`config.mk`:
```
export PLATFORM = sky130hd
export DESIGN_NAME = tmds_word_aligner_flat
export DESIGN_NICKNAME = d
export VERILOG_FILES = /design/src/rtl/tmds_word_aligner_if.sv /design/src/rtl/tmds_word_aligner.sv /design/src/flat_wrapper.sv
export SDC_FILE = /design/constraint.sdc
export NUM_CORES = 1
export LEC_CHECK = 0
export ABC_AREA = 0
export CAP_MARGIN = 20
export CORE_ASPECT_RATIO = 0.75
export CORE_UTILIZATION = 55
export DETAILED_ROUTE_END_ITERATION = 8
export DONT_BUFFER_PORTS = 1
export MAX_ROUTING_LAYER = met4
export PLACE_DENSITY_LB_ADDON = 0.25
export SLEW_MARGIN = 5
export SYNTH_ARGS = -nofsm -noshare
export SYNTH_HDL_FRONTEND = slang
export SYNTH_SLANG_ARGS = --single-unit
```
`constraint.sdc`:
```
create_clock -name clk_pixel -period 2.9 [get_ports clk_pixel]
set_input_delay 0.145 -clock clk_pixel [delete_from_list [all_inputs] [get_ports clk_pixel]]
set_output_delay 0.145 -clock clk_pixel [all_outputs]
set_load 0.005 [all_outputs]
```
`src/rtl/tmds_word_aligner_if.sv`:
```
// rtl/tmds_word_aligner_if.sv - raw word in, aligned TMDS symbol and lock status out
interface tmds_word_aligner_if;
   logic [9:0] raw_in;
   logic       resync;
   logic [9:0] data_out;
   logic       data_valid;
   logic       is_ctrl;
   logic [1:0] ctrl;
   logic       locked;
   logic [3:0] offset;

   modport master (
      output raw_in, resync,
      input  data_out, data_valid, is_ctrl, ctrl, locked, offset
   );

   modport slave (
      input  raw_in, resync,
      output data_out, data_valid, is_ctrl, ctrl, locked, offset
   );
endinterface

```
`src/rtl/tmds_word_aligner.sv`:
```
// rtl/tmds_word_aligner.sv - TMDS symbol boundary hunt on control tokens, one per channel
module tmds_word_aligner #(
   parameter int TOKEN_RUN    = 8,
   parameter int SEARCH_DWELL = 64,
   parameter int LOSS_TIMEOUT = 1048576
) (
   input  logic                 clk_pixel,
   input  logic                 reset_n,
   tmds_word_aligner_if.slave   bus
);
   localparam int RUN_W   = $clog2(TOKEN_RUN) + 1;
   localparam int DWELL_W = $clog2(SEARCH_DWELL) + 1;
   localparam int TO_W    = $clog2(LOSS_TIMEOUT) + 1;

   localparam logic [RUN_W-1:0]   RUN_LAST   = RUN_W'(TOKEN_RUN - 1);
   localparam logic [DWELL_W-1:0] DWELL_LAST = DWELL_W'(SEARCH_DWELL - 1);
   localparam logic [TO_W-1:0]    TO_LAST    = TO_W'(LOSS_TIMEOUT - 1);

   typedef enum logic {ST_SEARCH, ST_LOCKED} state_t;

   state_t             r_state, w_state_nxt;
   logic [9:0]         r_prev;
   logic [3:0]         r_offset, w_offset_nxt;
   logic [RUN_W-1:0]   r_run, w_run_nxt;
   logic [DWELL_W-1:0] r_dwell, w_dwell_nxt;
   logic [TO_W-1:0]    r_to, w_to_nxt;
   logic [9:0]         r_dout;
   logic               r_valid, r_is_ctrl, r_locked;
   logic [1:0]         r_ctrl;

   // raw_in[9] only ever reaches the window through r_prev, so the window stops at bit 18
   logic [18:0]        w_window;
   logic [9:0]         w_aligned;
   logic               w_tok;
   logic [1:0]         w_code;

   assign w_window = {bus.raw_in[8:0], r_prev};

   always_comb begin
      w_aligned = w_window[9:0];
      case (r_offset)
         4'd1:    w_aligned = w_window[10:1];
         4'd2:    w_aligned = w_window[11:2];
         4'd3:    w_aligned = w_window[12:3];
         4'd4:    w_aligned = w_window[13:4];
         4'd5:    w_aligned = w_window[14:5];
         4'd6:    w_aligned = w_window[15:6];
         4'd7:    w_aligned = w_window[16:7];
         4'd8:    w_aligned = w_window[17:8];
         4'd9:    w_aligned = w_window[18:9];
         default: w_aligned = w_window[9:0];
      endcase
   end

   always_comb begin
      w_tok  = 1'b1;
      w_code = 2'b00;
      case (w_aligned)
         10'b1101010100: w_code = 2'b00;
         10'b0010101011: w_code = 2'b01;
         10'b0101010100: w_code = 2'b10;
         10'b1010101011: w_code = 2'b11;
         default:        w_tok  = 1'b0;
      endcase
   end

   // resync outranks everything; within SEARCH a completed run outranks the slip
   always_comb begin
      w_state_nxt  = r_state;
      w_offset_nxt = r_offset;
      w_run_nxt    = r_run;
      w_dwell_nxt  = r_dwell;
      w_to_nxt     = r_to;
      if (bus.resync) begin
         w_state_nxt = ST_SEARCH;
         w_run_nxt   = '0;
         w_dwell_nxt = '0;
         w_to_nxt    = '0;
      end else begin
         case (r_state)
            ST_SEARCH: begin
               w_run_nxt   = !w_tok ? '0 : (r_run == '1) ? r_run : r_run + RUN_W'(1);
               w_dwell_nxt = (r_dwell == '1) ? r_dwell : r_dwell + DWELL_W'(1);
               if (w_tok && r_run == RUN_LAST) begin
                  w_state_nxt = ST_LOCKED;
                  w_to_nxt    = '0;
               end else if (r_dwell == DWELL_LAST) begin
                  w_offset_nxt = (r_offset == 4'd9) ? 4'd0 : r_offset + 4'd1;
                  w_dwell_nxt  = '0;
                  w_run_nxt    = '0;
               end
            end
            ST_LOCKED: begin
               if (w_tok) begin
                  w_to_nxt = '0;
               end else if (r_to == TO_LAST) begin
                  w_state_nxt = ST_SEARCH;
                  w_dwell_nxt = '0;
                  w_run_nxt   = '0;
               end else begin
                  w_to_nxt = (r_to == '1) ? r_to : r_to + TO_W'(1);
               end
            end
            default: w_state_nxt = ST_SEARCH;
         endcase
      end
   end

   always_ff @(posedge clk_pixel or negedge reset_n) begin
      if (!reset_n) begin
         r_state   <= ST_SEARCH;
         r_prev    <= '0;
         r_offset  <= '0;
         r_run     <= '0;
         r_dwell   <= '0;
         r_to      <= '0;
         r_dout    <= '0;
         r_valid   <= 1'b0;
         r_is_ctrl <= 1'b0;
         r_ctrl    <= 2'b00;
         r_locked  <= 1'b0;
      end else begin
         r_state   <= w_state_nxt;
         r_prev    <= bus.raw_in;
         r_offset  <= w_offset_nxt;
         r_run     <= w_run_nxt;
         r_dwell   <= w_dwell_nxt;
         r_to      <= w_to_nxt;
         r_dout    <= w_aligned;
         r_valid   <= (r_state == ST_LOCKED);
         r_is_ctrl <= w_tok;
         r_ctrl    <= w_code;
         r_locked  <= (w_state_nxt == ST_LOCKED);
      end
   end

   assign bus.data_out   = r_dout;
   assign bus.data_valid = r_valid;
   assign bus.is_ctrl    = r_is_ctrl;
   assign bus.ctrl       = r_ctrl;
   assign bus.locked     = r_locked;
   assign bus.offset     = r_offset;
endmodule

```
`src/flat_wrapper.sv`:
```
// flat-port wrapper written by rule: the top's interface ports become plain ports
module tmds_word_aligner_flat 
#(
   parameter int TOKEN_RUN    = 8,
   parameter int SEARCH_DWELL = 64,
   parameter int LOSS_TIMEOUT = 1048576
)
  (clk_pixel, reset_n, bus_raw_in, bus_resync, bus_data_out, bus_data_valid, bus_is_ctrl, bus_ctrl, bus_locked, bus_offset);
  tmds_word_aligner_if bus_i ();
  input  logic clk_pixel;
  input  logic reset_n;
  input wire logic [$bits(bus_i.raw_in)-1:0] bus_raw_in;
  input wire logic [$bits(bus_i.resync)-1:0] bus_resync;
  output wire logic [$bits(bus_i.data_out)-1:0] bus_data_out;
  output wire logic [$bits(bus_i.data_valid)-1:0] bus_data_valid;
  output wire logic [$bits(bus_i.is_ctrl)-1:0] bus_is_ctrl;
  output wire logic [$bits(bus_i.ctrl)-1:0] bus_ctrl;
  output wire logic [$bits(bus_i.locked)-1:0] bus_locked;
  output wire logic [$bits(bus_i.offset)-1:0] bus_offset;
  assign bus_i.raw_in = bus_raw_in;
  assign bus_i.resync = bus_resync;
  assign bus_data_out = bus_i.data_out;
  assign bus_data_valid = bus_i.data_valid;
  assign bus_is_ctrl = bus_i.is_ctrl;
  assign bus_ctrl = bus_i.ctrl;
  assign bus_locked = bus_i.locked;
  assign bus_offset = bus_i.offset;
  tmds_word_aligner #(.TOKEN_RUN(TOKEN_RUN), .SEARCH_DWELL(SEARCH_DWELL), .LOSS_TIMEOUT(LOSS_TIMEOUT)) u_core (.clk_pixel(clk_pixel), .reset_n(reset_n), .bus(bus_i));
endmodule
```
==> results.md, run 1 <==
Power:
- The combinational share of power is 9.0%.
- The internal portion of the total power is 1.25 mW.
- VDD sags by at most 0.232 mV.
- The total power draw is 1.71 mW.
- Summed over all cells, the static leakage comes to 2.38 nW.
- In this run the power density over the cells is 293 nW/um^2.
- The clock network is responsible for 39.4% of the overall power.
- The analysis attributes to net switching a power of 0.465 mW.
- The share of total power dissipated in sequential elements is 51.6%.
- Net switching is 27.2% of the power.

Die:
- The die covers 7520 sq um.
- In this run the standard cell core region covers 6860 sq um.
- The initialized floorplan defines 26 standard-cell rows.
- Once the floorplan was initialized, standard cells occupied 57.5% of the core.
- The width of the die is 99.8 microns.
- The number of I/O pins is 32.
- The height of the die is 75.3 microns.

GRT:
- Entering global routing, the biggest net connects 62 pins.
- The overall track demand over capacity in global routing is 39.5%.
- For this run the aggregate overflow at the end of global routing stands at 0.
- The wire length of the first global-routing pass is 21300 microns.
- The via count of the first global-routing pass was 4135.
- The initial antenna violation count was 0.

Clocking:
- The tree is rooted in a sky130_fd_sc_hd__clkbuf_8.
- TritonCTS built the clock tree.
- The number of sinks on the clock net is 61.
- The clock reaches the later pin of the worst-skew pair after 0.35 ns.
- The CTS clock-pin slew for the worst setup and hold paths is 0.08 ns.
- The clock tree synthesis step divided the H-tree into 3 levels.
- The worst-case clock buffer depth is 2.
- The clock buffer count from CTS is 9.

Layout:
- Of the cells placed in the final design, the portion with a size suffix greater than 1 is 40.0%.
- The number of inserted filler cells in the final layout is 335.
- The number of nets in the layout is 596.
- Once layout is done, the placed cells without fillers occupy 5840 sq um.
- The number of antenna diodes is 0.
- Leaving out filler cells and counting taps, the final layout contains 683.
- The area growth from synthesis to layout is 48.1%.

Logic synthesis:
- In the synthesized netlist the async set-or-reset flop fraction comes to 100%.
- The post-synthesis cell area is 3950 sq um.
- The sequential cell area fraction in the yosys report is 38.7%.
- The number of distinct standard cells referenced by the synthesized netlist is 71.
- The synthesis-stage register bit count is 61.
- The synthesized area divided by synthesized cell count is 8.79 sq um.
- The count of flip-flops with a built-in enable after synthesis is 0.
- The number of warnings reported in the yosys synthesis log is 0.
- The top flip-flop cell by instance count after synthesis is sky130_fd_sc_hd__dfrtp_1.
- The number of nets handed over by synthesis was 465.
- After technology mapping, the gate count stands at 449.

Placement:
- The post-place instance area is 4860 sq um.
- OpenSTA, run right after detailed placement, puts the worst setup slack at -0.553 ns.
- Counting tap cells, the placed design contains a total of 626 instances.
- The placer congestion estimate is 1.04.
- Port buffering added 0 buffers.
- After legalization and detailed placement, the total HPWL measured 9000 microns.

Timing:
- Measured against its own limit, the worst slew margin works out to 54.8%.
- Setup violations remaining at the end of the flow were counted as 39.
- The maximum clock rate is 0.290 GHz.
- Setup repair after global routing could not meet its margin everywhere.
- Dividing the final minimum period by the clock period gives 119%.
- Subtracting the final worst setup slack from the clock period gives 3.45 ns.
- The actual slew at the worst max-slew pin is 0.676 ns.
- The setup TNS is -15.06 ns.
- Across all setup checks in the final design, the least slack found is -0.549 ns.
- The final hold violation count was 0.
- The clock skew after layout is 0.0105 ns.
- The max-slew violation total from the final report came to 0.

Setup path:
- For the worst setup path, the data arrival time is 3.71 ns.
- Along the worst path, the maximum fanout reaches 8.
- The critical path in this run is classified as flip-flop to flip-flop.
- The startpoint class of the critical path is a flip-flop.
- The worst setup path is captured at a flip-flop.
- For the worst setup path, the data required time is 3.16 ns.

Drt:
- The number of iterations in the first detailed-routing pass is 7.
- The number of violations reported at the end of detailed-routing iteration 0 is 587.
- Detailed routing inserted a total of 4623 vias.
- The routed design has 15500 microns of wire.
- The mean routed wirelength per cell is 22.7 microns.
- After detailed routing, the number of remaining DRC violations is 0.
- The count of nets left with antenna violations once routing finished came out at 0.
- The vias per cell is 6.77.

Status:
- The flow ran to the end, but the final reports show violations.
- The checks that failed: setup timing.

Min path:
- The min-delay analysis places its worst path in the category primary input to flip-flop.

Flow run:
- Across the run, the number of max-cap violations was 0.
==> synth_stat cells (all sizes together), types with 2 or more instances <==
cell	number	share of area, %
clkbuf	11	1.0
a22o	7	1.6
a32oi	7	1.6
nand4	7	1.1
mux2i	18	4.6
o22ai	8	1.3
nor2b	8	1.3
and3	8	1.3
nor3b	3	0.57
o32a	2	0.51
ha	3	0.95
a221oi	9	2.3
nand2	24	2.3
o2111ai	2	0.44
a31oi	6	0.95
or2	2	0.32
o21ai	14	1.9
nor3	6	0.76
nand2b	8	1.3
nand3	45	5.7
nand4b	4	0.89
nand3b	3	0.57
clkinv	3	0.32
o31ai	3	0.57
a211o	3	0.67
xnor2	2	0.44
buf	19	2.9
a22oi	3	0.57
a211oi	7	1.5
a41oi	3	0.67
a21o	3	0.57
nor2	27	2.6
a21boi	3	0.57
or3	5	0.79
mux2	7	2.1
dfrtp	61	39
a21oi	34	4.3
and2	4	0.63
nor4	5	0.79
o2bb2ai	2	0.44
o21bai	2	0.38
inv	27	2.6
or4	3	0.67
o21a	2	0.38
==> final timing paths <==
check	cells after the start	to	slack [ns]	startpoint
max reg2reg	14	u_core.r_to[14]$_DFFE_PN0P_	-0.55	u_core.bus.offset[3]$_DFFE_PN0P_
min reg2reg	2	u_core.r_to[10]$_DFFE_PN0P_	0.57	u_core.r_to[10]$_DFFE_PN0P_
min in group asynchronous	2	u_core.r_to[8]$_DFFE_PN0P_	0.33	reset_n
min	3	u_core.r_to[12]$_DFFE_PN0P_	0.07	bus_resync
max in group asynchronous	2	u_core.bus.offset[0]$_DFFE_PN0P_	2.27	reset_n
max	14	u_core.r_to[14]$_DFFE_PN0P_	-0.55	u_core.bus.offset[3]$_DFFE_PN0P_
==> repair_timing <==
item | 4_1_cts | 5_1_grt
hold endpoints to repair | 74 | 0
cloned | 3 | 0
setup buffers | 17 | 8
resized for setup | 57 | 40
pin swaps | 9 | 22
setup endpoints to repair | 39 | 38
hold buffers | 13 | 0
==> layout by cell type (no fill, tap or decap), types with 4 or more instances in the layout <==
| master | n |
|---|---|
| sky130_fd_sc_hd__nand2_1 | 23 |
| sky130_fd_sc_hd__a21oi_4 | 8 |
| sky130_fd_sc_hd__a22o_1 | 7 |
| sky130_fd_sc_hd__buf_6 | 17 |
| sky130_fd_sc_hd__dfrtp_1 | 58 |
| sky130_fd_sc_hd__inv_1 | 26 |
| sky130_fd_sc_hd__a21oi_1 | 15 |
| sky130_fd_sc_hd__and3_1 | 8 |
| sky130_fd_sc_hd__o22ai_1 | 7 |
| sky130_fd_sc_hd__nand2b_1 | 8 |
| sky130_fd_sc_hd__mux2i_1 | 18 |
| sky130_fd_sc_hd__buf_12 | 4 |
| sky130_fd_sc_hd__clkbuf_8 | 9 |
| sky130_fd_sc_hd__o21ai_0 | 10 |
| sky130_fd_sc_hd__nand3_1 | 42 |
| sky130_fd_sc_hd__clkinvlp_4 | 4 |
| sky130_fd_sc_hd__nor2b_1 | 7 |
| sky130_fd_sc_hd__nand4_1 | 7 |
| sky130_fd_sc_hd__a221oi_2 | 5 |
| sky130_fd_sc_hd__buf_4 | 114 |
| sky130_fd_sc_hd__nor3_1 | 6 |
| sky130_fd_sc_hd__mux2_4 | 5 |
| sky130_fd_sc_hd__dlygate4sd3_1 | 12 |
| sky130_fd_sc_hd__nor2_1 | 25 |
| sky130_fd_sc_hd__a21oi_2 | 11 |
| sky130_fd_sc_hd__nand4b_1 | 4 |
| sky130_fd_sc_hd__a32oi_1 | 5 |
==> worst max-delay path, cell delays in order, from the launching register on <==
cell	delay [ns]
sky130_fd_sc_hd__dfrtp_2	0.47
sky130_fd_sc_hd__buf_4	0.18
sky130_fd_sc_hd__nor2b_2	0.24
sky130_fd_sc_hd__buf_4	0.16
sky130_fd_sc_hd__a22o_1	0.18
sky130_fd_sc_hd__a32oi_2	0.14
sky130_fd_sc_hd__a31oi_2	0.32
sky130_fd_sc_hd__buf_4	0.17
sky130_fd_sc_hd__nand4b_1	0.09
sky130_fd_sc_hd__or4_4	0.51
sky130_fd_sc_hd__clkinv_4	0.11
sky130_fd_sc_hd__o21ai_4	0.13
sky130_fd_sc_hd__buf_6	0.22
sky130_fd_sc_hd__a21oi_4	0.15
sky130_fd_sc_hd__mux2i_1	0.25
==> layout make-up <==
type                       count  area [sq um]  share of cell area, %
clock buffer                  10           128                   2.18
sequential                    61          1530                   26.2
tap                           98           123                   2.10
timing repair buffer         148          1270                   21.8
inverter                      30           119                   2.03
multi-input combinational    330          2630                   45.0
clock inverter                 6          40.0                  0.685
==> cell families after synthesis <==
kind of cell | Yosys count | synth area share (%)
AO/OA/AOI/OAI | 133 | 24.1
flip-flops | 61 | 38.7
adder cells (fa/ha/maj) | 3 | 0.952
AND/OR/NAND/NOR | 165 | 22.3
XOR/XNOR | 2 | 0.444
buffers and inverters | 60 | 6.85
multiplexers | 25 | 6.66
==> layer usage <==
| layer | share of wire (%) | vias up | wire [microns] | global-route usage [%] |
|---|---|---|---|---|
| met5 | 0 | - | 0 | - |
| met4 | 2.8 | 0 | 429 | 14.1 |
| met3 | 12 | 66 | 1900 | 11.9 |
| met2 | 45 | 367 | 7050 | 59.3 |
| met1 | 40 | 2228 | 6140 | 51.0 |
| li1 | - | 1962 | - | - |
==> power by group through the flow <==
stage                     Combinational, mW  Sequential, mW  Clock (mW)
after floorplan                      0.0494           0.896           0
after global placement               0.0902           0.898           0
after detailed placement             0.0919           0.898           0
after CTS                             0.140           0.882       0.670
after global routing                  0.164           0.884       0.705
final                                 0.154           0.883       0.674
==> registers in the layout, summed over array words and instances, names as in the netlist, 2 cells and up <==
register,count
u_core.r_to,21
u_core.bus.data_out,10
u_core.r_prev,10
u_core.r_dwell,7
u_core.bus.offset,4
u_core.r_run,4
u_core.bus.ctrl,2
==> per-stage QoR <==
step / hold slack, ns / utilization (%)
CTS: 0.0474 / 81.3
global placement: -0.149 / 70.8
finish: 0.0706 / 85.1
detailed placement: -0.149 / 70.8
floorplan: -0.151 / -
global route: 0.124 / 85.1
No activity file was read; power rests on OpenSTA's default activity.
==> inputs of run 2 (changes only) <==
--- a/config.mk
+++ b/config.mk
@@ -6,11 +6,13 @@
 export NUM_CORES = 1
 export LEC_CHECK = 0
 export ABC_AREA = 0
+export ABC_CLOCK_PERIOD_IN_PS = 2900
 export CAP_MARGIN = 20
 export CORE_ASPECT_RATIO = 0.75
 export CORE_UTILIZATION = 55
 export DETAILED_ROUTE_END_ITERATION = 8
 export DONT_BUFFER_PORTS = 1
+export GPL_TIMING_DRIVEN = 0
 export MAX_ROUTING_LAYER = met4
 export PLACE_DENSITY_LB_ADDON = 0.25
 export SLEW_MARGIN = 5
==> run 2 against run 1 <==
Compared with the run above:
- the run still ends with setup timing left
- routed wire length is 5.8% lower
- fmax increased by 0.57%
- sequential power rose by 1%
- worst setup slack improved by 0.019 ns
- global-route usage decreased by 2.0 points
- hold slack better by 0.19 ns
- sequential cell count did not move
- first-iteration DRC count increased by 5.1%
- largest power group unchanged
- clock power up 9.6%
- clock-buffer cell count did not move
- clock skew decreased by 0.0011 ns
==> results.md, run 2 (same netlist as run 1, synthesis figures left out) <==
Status:
- Status: finished with violations (unchanged).
- Violated checks: setup timing (unchanged).

Setup path:
- The kind of capture point of the worst setup path is a flip-flop (unchanged).
- The class of the most critical setup path is flip-flop to flip-flop (unchanged).
- The worst endpoint required time is 3.16 ns (about the same).
- The startpoint class of the critical path is a flip-flop (unchanged).
- The setup slack of the worst register-to-register path is -0.53 ns (was -0.55 ns).
- The arrival time reported for the critical path endpoint is 3.69 ns (was 3.71 ns).
- The maximum fanout along the worst path came to 10 (was 8).

GRT:
- The wire length of the first global-routing pass is 20100 microns (was 21300 microns).
- The remaining global-route overflow is 0 (unchanged).
- The overall track demand over capacity in global routing came to 37.4% (was 39.5%).
- The via count of the first global-routing pass was 3648 (was 4135).
- The pin count of the biggest net entering global routing is 62 (unchanged).
- The initial antenna violation count is 0 (unchanged).

Layout:
- The commonest non-fill, non-tap cell in the layout was sky130_fd_sc_hd__dfrtp_1 (was sky130_fd_sc_hd__buf_4).
- Top library cells by usage in the layout, fill and taps aside: sky130_fd_sc_hd__dfrtp_1, sky130_fd_sc_hd__nand3_1, sky130_fd_sc_hd__buf_4 (was sky130_fd_sc_hd__buf_4, sky130_fd_sc_hd__dfrtp_1, sky130_fd_sc_hd__nand3_1).
- The relative area change from synthesis to final layout is 39.4% (was 48.1%).
- The fraction of layout instances using a drive strength above 1 is 33.7% (was 40.0%).
- The number of nets in the layout is 528 (was 596).
- The number of antenna diodes came to 0 (unchanged).
- The core occupancy in the finished layout is 80.1% (was 85.1%).
- The number of flip-flops in the largest register was 21 (unchanged).
- The filler-free cell count of the finished design is 614 (was 683).
- The largest register by flop count is u_core.r_to (unchanged).

Timing:
- The setup violation total in the final timing report is 40 (was 39).
- The clock skew after layout is 0.00947 ns (was 0.0105 ns).
- The relative max-transition margin is 51.6% (was 54.8%).
- RSZ-0062 raised after global routing: yes (unchanged).
- The share of the cycle needed by the critical path after routing was 118% (was 119%).
- The final hold violation count is 0 (unchanged).
- The time the final worst path needs with I/O delays and setup came to 3.43 ns (was 3.45 ns).
- The actual slew at the worst max-slew pin is 0.723 ns (was 0.676 ns).
- The final worst setup slack was -0.530 ns (was -0.549 ns).
- The max-slew violation total from the final report was 0 (unchanged).
- The setup TNS is -16.34 ns (was -15.06 ns).
- The maximum clock rate is 0.292 GHz (was 0.290 GHz).

Placement:
- The estimated wirelength of the detail-placed design is 8440 microns (was 9000 microns).
- The total instance count after detailed placement is 547 (was 626).
- The count of input and output buffers is 0 (unchanged).
- The placer congestion estimate is 0.995 (was 1.04).

Drt:
- The number of iterations in the first detailed-routing pass was 6 (was 7).
- The number of remaining DRC errors is 0 (unchanged).
- The count of vias placed by the detailed router is 4348 (was 4623).
- The number of violations reported at the end of detailed-routing iteration 0 came to 617 (was 587).
- The overall routed net length is 14600 microns (was 15500 microns).
- The vias per cell is 7.08 (was 6.77).
- The count of antenna-violating nets left after detailed routing came to 0 (unchanged).
- The mean routed wirelength per cell came to 23.8 microns (was 22.7 microns).

Flow run:
- The count of maximum capacitance violations is 0 (unchanged).

Power:
- The fraction of power spent switching nets is 25.4% (was 27.2%).
- The fraction of power consumed by the clock network came to 42.1% (was 39.4%).
- The power density over the cells is 319 nW/um^2 (was 293 nW/um^2).
- The internal portion of total power was 1.31 mW (was 1.25 mW).
- The switching power summed over all nets came to 0.446 mW (was 0.465 mW).
- The sequential share of power was 50.8% (was 51.6%).
- The total power draw is 1.75 mW (was 1.71 mW).
- The worst voltage drop across the vdd grid is 0.283 mV (was 0.232 mV).
- The combinational share of power is 7.1% (was 9.0%).
- The leakage power figure is 2.09 nW (was 2.38 nW).

Min path:
- The type of the most critical hold path was primary input to flip-flop (unchanged).

Clocking:
- The source-to-sink clock delay at the later pin of the worst-skew pair was 0.35 ns (about the same).
- The CTS tree is done (unchanged).
- The count of H-tree levels built during CTS is 3 (unchanged).
- The root buffer selected by CTS was sky130_fd_sc_hd__clkbuf_8 (unchanged).
- The clock buffer count from CTS came to 9 (unchanged).
- The CTS clock-pin slew for the worst setup and hold paths is 0.07 ns (was 0.08 ns).
- The worst-case clock buffer depth is 2 (unchanged).
- The number of sinks on the clock net came to 61 (unchanged).

Die:
- The width of the die came to 99.8 microns (unchanged).
- The number of I/O pins was 32 (unchanged).
- The area inside the core boundary came to 6860 sq um (unchanged).
- The row count came to 26 (unchanged).
- The effective utilization at floorplan is 57.5% (unchanged).
- The floorplan die area was 7520 sq um (unchanged).
- The height of the die came to 75.3 microns (unchanged).
-- run 2: cell count changes in the layout (fill, tap and decap cells not counted), sizes merged --
| cell | before | now |
|---|---|---|
| bufinv | 0 | 1 |
| dlygate4sd3 | 12 | 11 |
| buf | 136 | 59 |
| clkinvlp | 4 | 1 |
| clkinv | 5 | 6 |
| clkbuf | 10 | 21 |
| o21ai | 15 | 14 |
-- run 2: final cells by class --
type	count	area, sq um
Fill cell	431	1370
Multi-Input combinational cell	329	2760
Sequential cell	61	1530
Inverter	30	119
Clock inverter	5	52.6
Clock buffer	10	128
Timing Repair Buffer	52	522
Tap cell	98	123
Buffer	29	272
-- run 2: worst paths after layout --
check | cells past startpoint | endpoint | startpoint
setup / recovery | 12 | u_core.r_to[10]$_DFFE_PN0P_ | u_core.bus.offset[2]$_DFFE_PN0P_
hold / removal | 2 | u_core.bus.data_out[5]$_DFF_PN0_ | bus_raw_in[1]
setup reg to reg | 12 | u_core.r_to[10]$_DFFE_PN0P_ | u_core.bus.offset[2]$_DFFE_PN0P_
hold reg to reg | 0 | u_core.bus.data_valid$_DFF_PN0_ | u_core.r_state$_DFF_PN0_
max in group asynchronous | 2 | u_core.bus.offset[2]$_DFFE_PN0P_ | reset_n
min in group asynchronous | 2 | u_core.r_to[20]$_DFFE_PN0P_ | reset_n
-- run 2: power groups by stage --
stage	clock [mW]	combinational (mW)	sequential [mW]
after floorplan	0	0.0494	0.896
after global placement	0	0.0615	0.904
after detailed placement	0	0.0620	0.903
after CTS	0.737	0.101	0.887
after global routing	0.772	0.135	0.892
final	0.739	0.124	0.892
-- run 2: what timing repair did --
item | in CTS | in global routing
pin swaps | 14 | 35
endpoints found under the setup margin | 39 | 40
resized for setup | 63 | 94
cloned | 5 | 2
hold endpoints to repair | 71 | 0
hold buffers | 12 | 0
buffers inserted | 12 | 23
-- run 2: metal layers --
layer  vias to the layer above  part of all wire, %  track usage (%)
met4                         0                  3.4             11.9
met5                         -                    0                -
met1                      2079                   42             54.5
met3                        77                   13             9.36
li1                       1833                    -                -
met2                       359                   42             50.3
-- run 2: stage by stage --
step                setup slack (ns)  instance area (sq um)  hold WS (ns)
floorplan                    -0.0963                   4060        -0.151
global placement              -0.813                   4190        -0.149
detailed placement            -0.800                   4190        -0.149
CTS                           -0.389                   4870         0.212
global route                  -0.584                   5500         0.251
finish                        -0.530                   5500         0.257
-- run 2: worst max-delay path, cell delays in order (launching register included) --
cell and delay [ns]:
sky130_fd_sc_hd__dfrtp_2 0.46, sky130_fd_sc_hd__buf_6 0.16, sky130_fd_sc_hd__buf_4 0.18, sky130_fd_sc_hd__a32o_1 0.29
sky130_fd_sc_hd__a222oi_1 0.36, sky130_fd_sc_hd__o2111a_1 0.32, sky130_fd_sc_hd__nor2_1 0.10, sky130_fd_sc_hd__or4_4 0.61
sky130_fd_sc_hd__clkinv_4 0.11, sky130_fd_sc_hd__o31ai_4 0.12, sky130_fd_sc_hd__buf_6 0.20, sky130_fd_sc_hd__a211oi_2 0.23
sky130_fd_sc_hd__mux2i_1 0.22
==> inputs of run 3 (changes only) <==
--- a/config.mk
+++ b/config.mk
@@ -6,10 +6,10 @@
 export NUM_CORES = 1
 export LEC_CHECK = 0
 export ABC_AREA = 0
-export ABC_CLOCK_PERIOD_IN_PS = 2900
 export CAP_MARGIN = 20
 export CORE_ASPECT_RATIO = 0.75
 export CORE_UTILIZATION = 55
+export CTS_BUF_LIST = sky130_fd_sc_hd__clkbuf_4
 export DETAILED_ROUTE_END_ITERATION = 8
 export DONT_BUFFER_PORTS = 1
 export GPL_TIMING_DRIVEN = 0
==> constraint.sdc (replaced) <==
create_clock -name clk_pixel -period 3.8 [get_ports clk_pixel]
set_input_delay 0.19 -clock clk_pixel [delete_from_list [all_inputs] [get_ports clk_pixel]]
set_output_delay 0.19 -clock clk_pixel [all_outputs]
set_load 0.005 [all_outputs]
==> run 3 against run 2 <==
Compared with the run above:
- the flow now finishes without violations
- register-to-register slack improved by 0.63 ns
- core utilization fell by 16 points
- sequential cell count did not move
- highest routed layer unchanged
- critical endpoint is now u_core.r_to[19]$_DFFE_PN0P_
==> results.md, run 3 (same netlist as run 1, synthesis figures left out) <==
Power:
- The total power draw is 1.19 mW (was 1.75 mW).
- The power density over the cells is 269 nW/um^2 (was 319 nW/um^2).
- The worst voltage drop across the vdd grid is 0.211 mV (was 0.283 mV).
- The leakage power figure came to 1.72 nW (was 2.09 nW).

GRT:
- The overall track demand over capacity in global routing came to 34.7% (was 37.4%).
- The remaining global-route overflow is 0 (unchanged).
- The via count of the first global-routing pass is 3522 (was 3648).
- The pin count of the biggest net entering global routing is 62 (unchanged).
- The initial antenna violation count is 0 (unchanged).
- The wire length of the first global-routing pass is 19000 microns (was 20100 microns).

Clocking:
- The root buffer selected by CTS is sky130_fd_sc_hd__clkbuf_4 (was sky130_fd_sc_hd__clkbuf_8).
- The worst-case clock buffer depth came to 2 (unchanged).
- The total setup buffers inserted after CTS was 0 (was 12).
- The clock buffer count from CTS is 9 (unchanged).
- The count of H-tree levels built during CTS is 3 (unchanged).
- The number of sinks on the clock net is 61 (unchanged).
- The source-to-sink clock delay at the later pin of the worst-skew pair is 0.41 ns (was 0.35 ns).
- The CTS tree is done (unchanged).
- The CTS clock-pin slew for the worst setup and hold paths is 0.11 ns (was 0.07 ns).

Drt:
- The vias per cell came to 6.82 (was 7.08).
- The overall routed net length is 12400 microns (was 14600 microns).
- The number of iterations in the first detailed-routing pass came to 5 (was 6).
- The count of vias placed by the detailed router was 3912 (was 4348).
- The number of remaining DRC errors came to 0 (unchanged).
- The count of antenna-violating nets left after detailed routing was 0 (unchanged).
- The number of violations reported at the end of detailed-routing iteration 0 was 403 (was 617).
- The mean routed wirelength per cell came to 21.7 microns (was 23.8 microns).

Die:
- The number of I/O pins is 32 (unchanged).
- The floorplan die area is 7520 sq um (unchanged).
- The height of the die came to 75.3 microns (unchanged).
- The effective utilization at floorplan is 57.5% (unchanged).
- The row count was 26 (unchanged).
- The width of the die is 99.8 microns (unchanged).
- The area inside the core boundary is 6860 sq um (unchanged).

Setup path:
- The kind of capture point of the worst setup path was a flip-flop (unchanged).
- The class of the most critical setup path is flip-flop to flip-flop (unchanged).
- The endpoint of the most critical register-to-register path is u_core.r_to[19]$_DFFE_PN0P_ (was u_core.r_to[10]$_DFFE_PN0P_).
- The setup slack of the worst register-to-register path is 0.1 ns (was -0.53 ns).
- The maximum fanout along the worst path is 10 (unchanged).
- The worst endpoint required time is 4.13 ns (was 3.16 ns).
- The reg-to-reg startpoint is u_core.bus.offset[3]$_DFFE_PN0P_ (was u_core.bus.offset[2]$_DFFE_PN0P_).
- The launching element of the worst setup path is u_core.bus.offset[3]$_DFFE_PN0P_ (was u_core.bus.offset[2]$_DFFE_PN0P_).
- The arrival time reported for the critical path endpoint is 4.03 ns (was 3.69 ns).
- The worst reg-to-reg path cell count is 14 (was 12).
- The startpoint class of the critical path was a flip-flop (unchanged).

Status:
- Status: finished clean (was finished with violations).

Min path:
- The endpoint of the worst hold-timing path is u_core.bus.data_out[5]$_DFF_PN0_ (unchanged).
- The worst hold path startpoint is bus_raw_in[1] (unchanged).
- The number of cells on the worst hold path is 2 (unchanged).
- The type of the most critical hold path was primary input to flip-flop (unchanged).

Timing:
- The share of the cycle needed by the critical path after routing is 97.4% (was 118%).
- The worst slack on hold paths came to 0.197 ns (was 0.257 ns).
- The time the final worst path needs with I/O delays and setup is 3.70 ns (was 3.43 ns).
- The relative max-transition margin came to 59.4% (was 51.6%).
- The clock skew after layout was 0.0251 ns (was 0.00947 ns).
- The setup violation total in the final timing report is 0 (was 40).
- The setup TNS is 0 ns (was -16.34 ns).
- The final hold violation count was 0 (unchanged).
- The maximum clock rate is 0.270 GHz (was 0.292 GHz).
- The actual slew at the worst max-slew pin is 0.603 ns (was 0.723 ns).
- The max-slew violation total from the final report is 0 (unchanged).

Layout:
- The filler-free cell count of the finished design came to 574 (was 614).
- The relative area change from synthesis to final layout came to 12.2% (was 39.4%).
- The number of antenna diodes is 0 (unchanged).
- The core occupancy in the finished layout is 64.5% (was 80.1%).
- The largest register by flop count was u_core.r_to (unchanged).
- The fraction of layout instances using a drive strength above 1 is 14.1% (was 33.7%).
- The number of flip-flops in the largest register is 21 (unchanged).
- The commonest non-fill, non-tap cell in the layout is sky130_fd_sc_hd__dfrtp_1 (unchanged).
- Top library cells by usage in the layout, fill and taps aside: sky130_fd_sc_hd__dfrtp_1, sky130_fd_sc_hd__nand3_1, sky130_fd_sc_hd__a21oi_1 (was sky130_fd_sc_hd__dfrtp_1, sky130_fd_sc_hd__nand3_1, sky130_fd_sc_hd__buf_4).
- The number of inserted filler cells in the final layout is 554 (was 431).
- The number of nets in the layout is 488 (was 528).

Placement:
- The count of input and output buffers came to 0 (unchanged).
- The estimated wirelength of the detail-placed design was 8550 microns (was 8440 microns).
- The placer congestion estimate came to 0.987 (was 0.995).
- The total instance count after detailed placement is 547 (unchanged).

Flow run:
- The count of maximum capacitance violations is 0 (unchanged).
-- run 3: changes by cell type in the layout (fill, tap and decap cells not counted), sizes merged --
cell    before  now
clkinv       6    7
a221oi      10    9
clkbuf      21   22
buf         59   18
-- run 3: what timing repair did --
action	CTS	global route
pin swaps	0	1
hold buffers	12	0
hold endpoints to repair	71	0
gates resized for setup	3	24
endpoints found under the setup margin	36	34
-- run 3: area by class of cell --
class	instances	area [sq um]	share of cell area (%)
plain buffers	30	166	3.76
well taps	98	123	2.77
repair buffers	12	138	3.11
flip-flops and latches	61	1530	34.5
clock inverters	6	55.1	1.24
clock buffers	9	67.6	1.53
inverters	30	114	2.57
multi-input cells	328	2230	50.5
-- run 3: stage by stage --
stage | instance area [sq um] | setup slack [ns]
after floorplan | 3950 | 0.615
after global placement | 4070 | -0.161
after detailed placement | 4070 | -0.145
after CTS | 4350 | 0.00766
after global routing | 4430 | -0.00934
final | 4430 | 0.0976
-- run 3: worst max-delay path, stage by stage, from the launching register on --
cell and delay, ns:
sky130_fd_sc_hd__dfrtp_1 0.41, sky130_fd_sc_hd__clkbuf_2 0.21, sky130_fd_sc_hd__buf_2 0.24, sky130_fd_sc_hd__nor3b_2 0.30, sky130_fd_sc_hd__a22oi_1 0.15, sky130_fd_sc_hd__a22o_1 0.26, sky130_fd_sc_hd__a221oi_1 0.32, sky130_fd_sc_hd__nand4b_1 0.17
sky130_fd_sc_hd__or4_4 0.58, sky130_fd_sc_hd__clkinv_2 0.12, sky130_fd_sc_hd__o21ai_2 0.08, sky130_fd_sc_hd__buf_6 0.16, sky130_fd_sc_hd__buf_2 0.20, sky130_fd_sc_hd__a21oi_1 0.22, sky130_fd_sc_hd__mux2i_1 0.22
-- run 3: how the worst max path moves through the flow --
stage                                               end  slack [ns]  cells past startpoint
after floorplan              u_core.r_to[0]$_DFFE_PN0P_        0.61                     11
after global placement    u_core.r_dwell[4]$_DFFE_PN0P_       -0.16                     12
after detailed placement     u_core.r_to[1]$_DFFE_PN0P_       -0.15                     13
after CTS                 u_core.r_dwell[2]$_DFFE_PN0P_       0.008                     13
after global routing        u_core.r_to[10]$_DFFE_PN0P_      -0.009                     13
final                       u_core.r_to[19]$_DFFE_PN0P_         0.1                     14
-- run 3: report_power, final --
| group | internal, mW | leakage [nW] | switching [mW] | total (mW) |
|---|---|---|---|---|
| logic | 0.0306 | 0.854 | 0.0444 | 0.0751 |
| clock network | 0.191 | 0.0666 | 0.246 | 0.436 |
| registers | 0.662 | 0.800 | 0.0181 | 0.680 |
| total | 0.883 | 1.72 | 0.308 | 1.19 |
-- run 3: per-layer routing --
metal	up-vias	part of all wire, %	track usage [%]
met5	-	0	-
met4	0	2.3	11.4
met3	38	12	11.9
met2	269	41	44.5
met1	1867	45	50.0
li1	1738	-	-
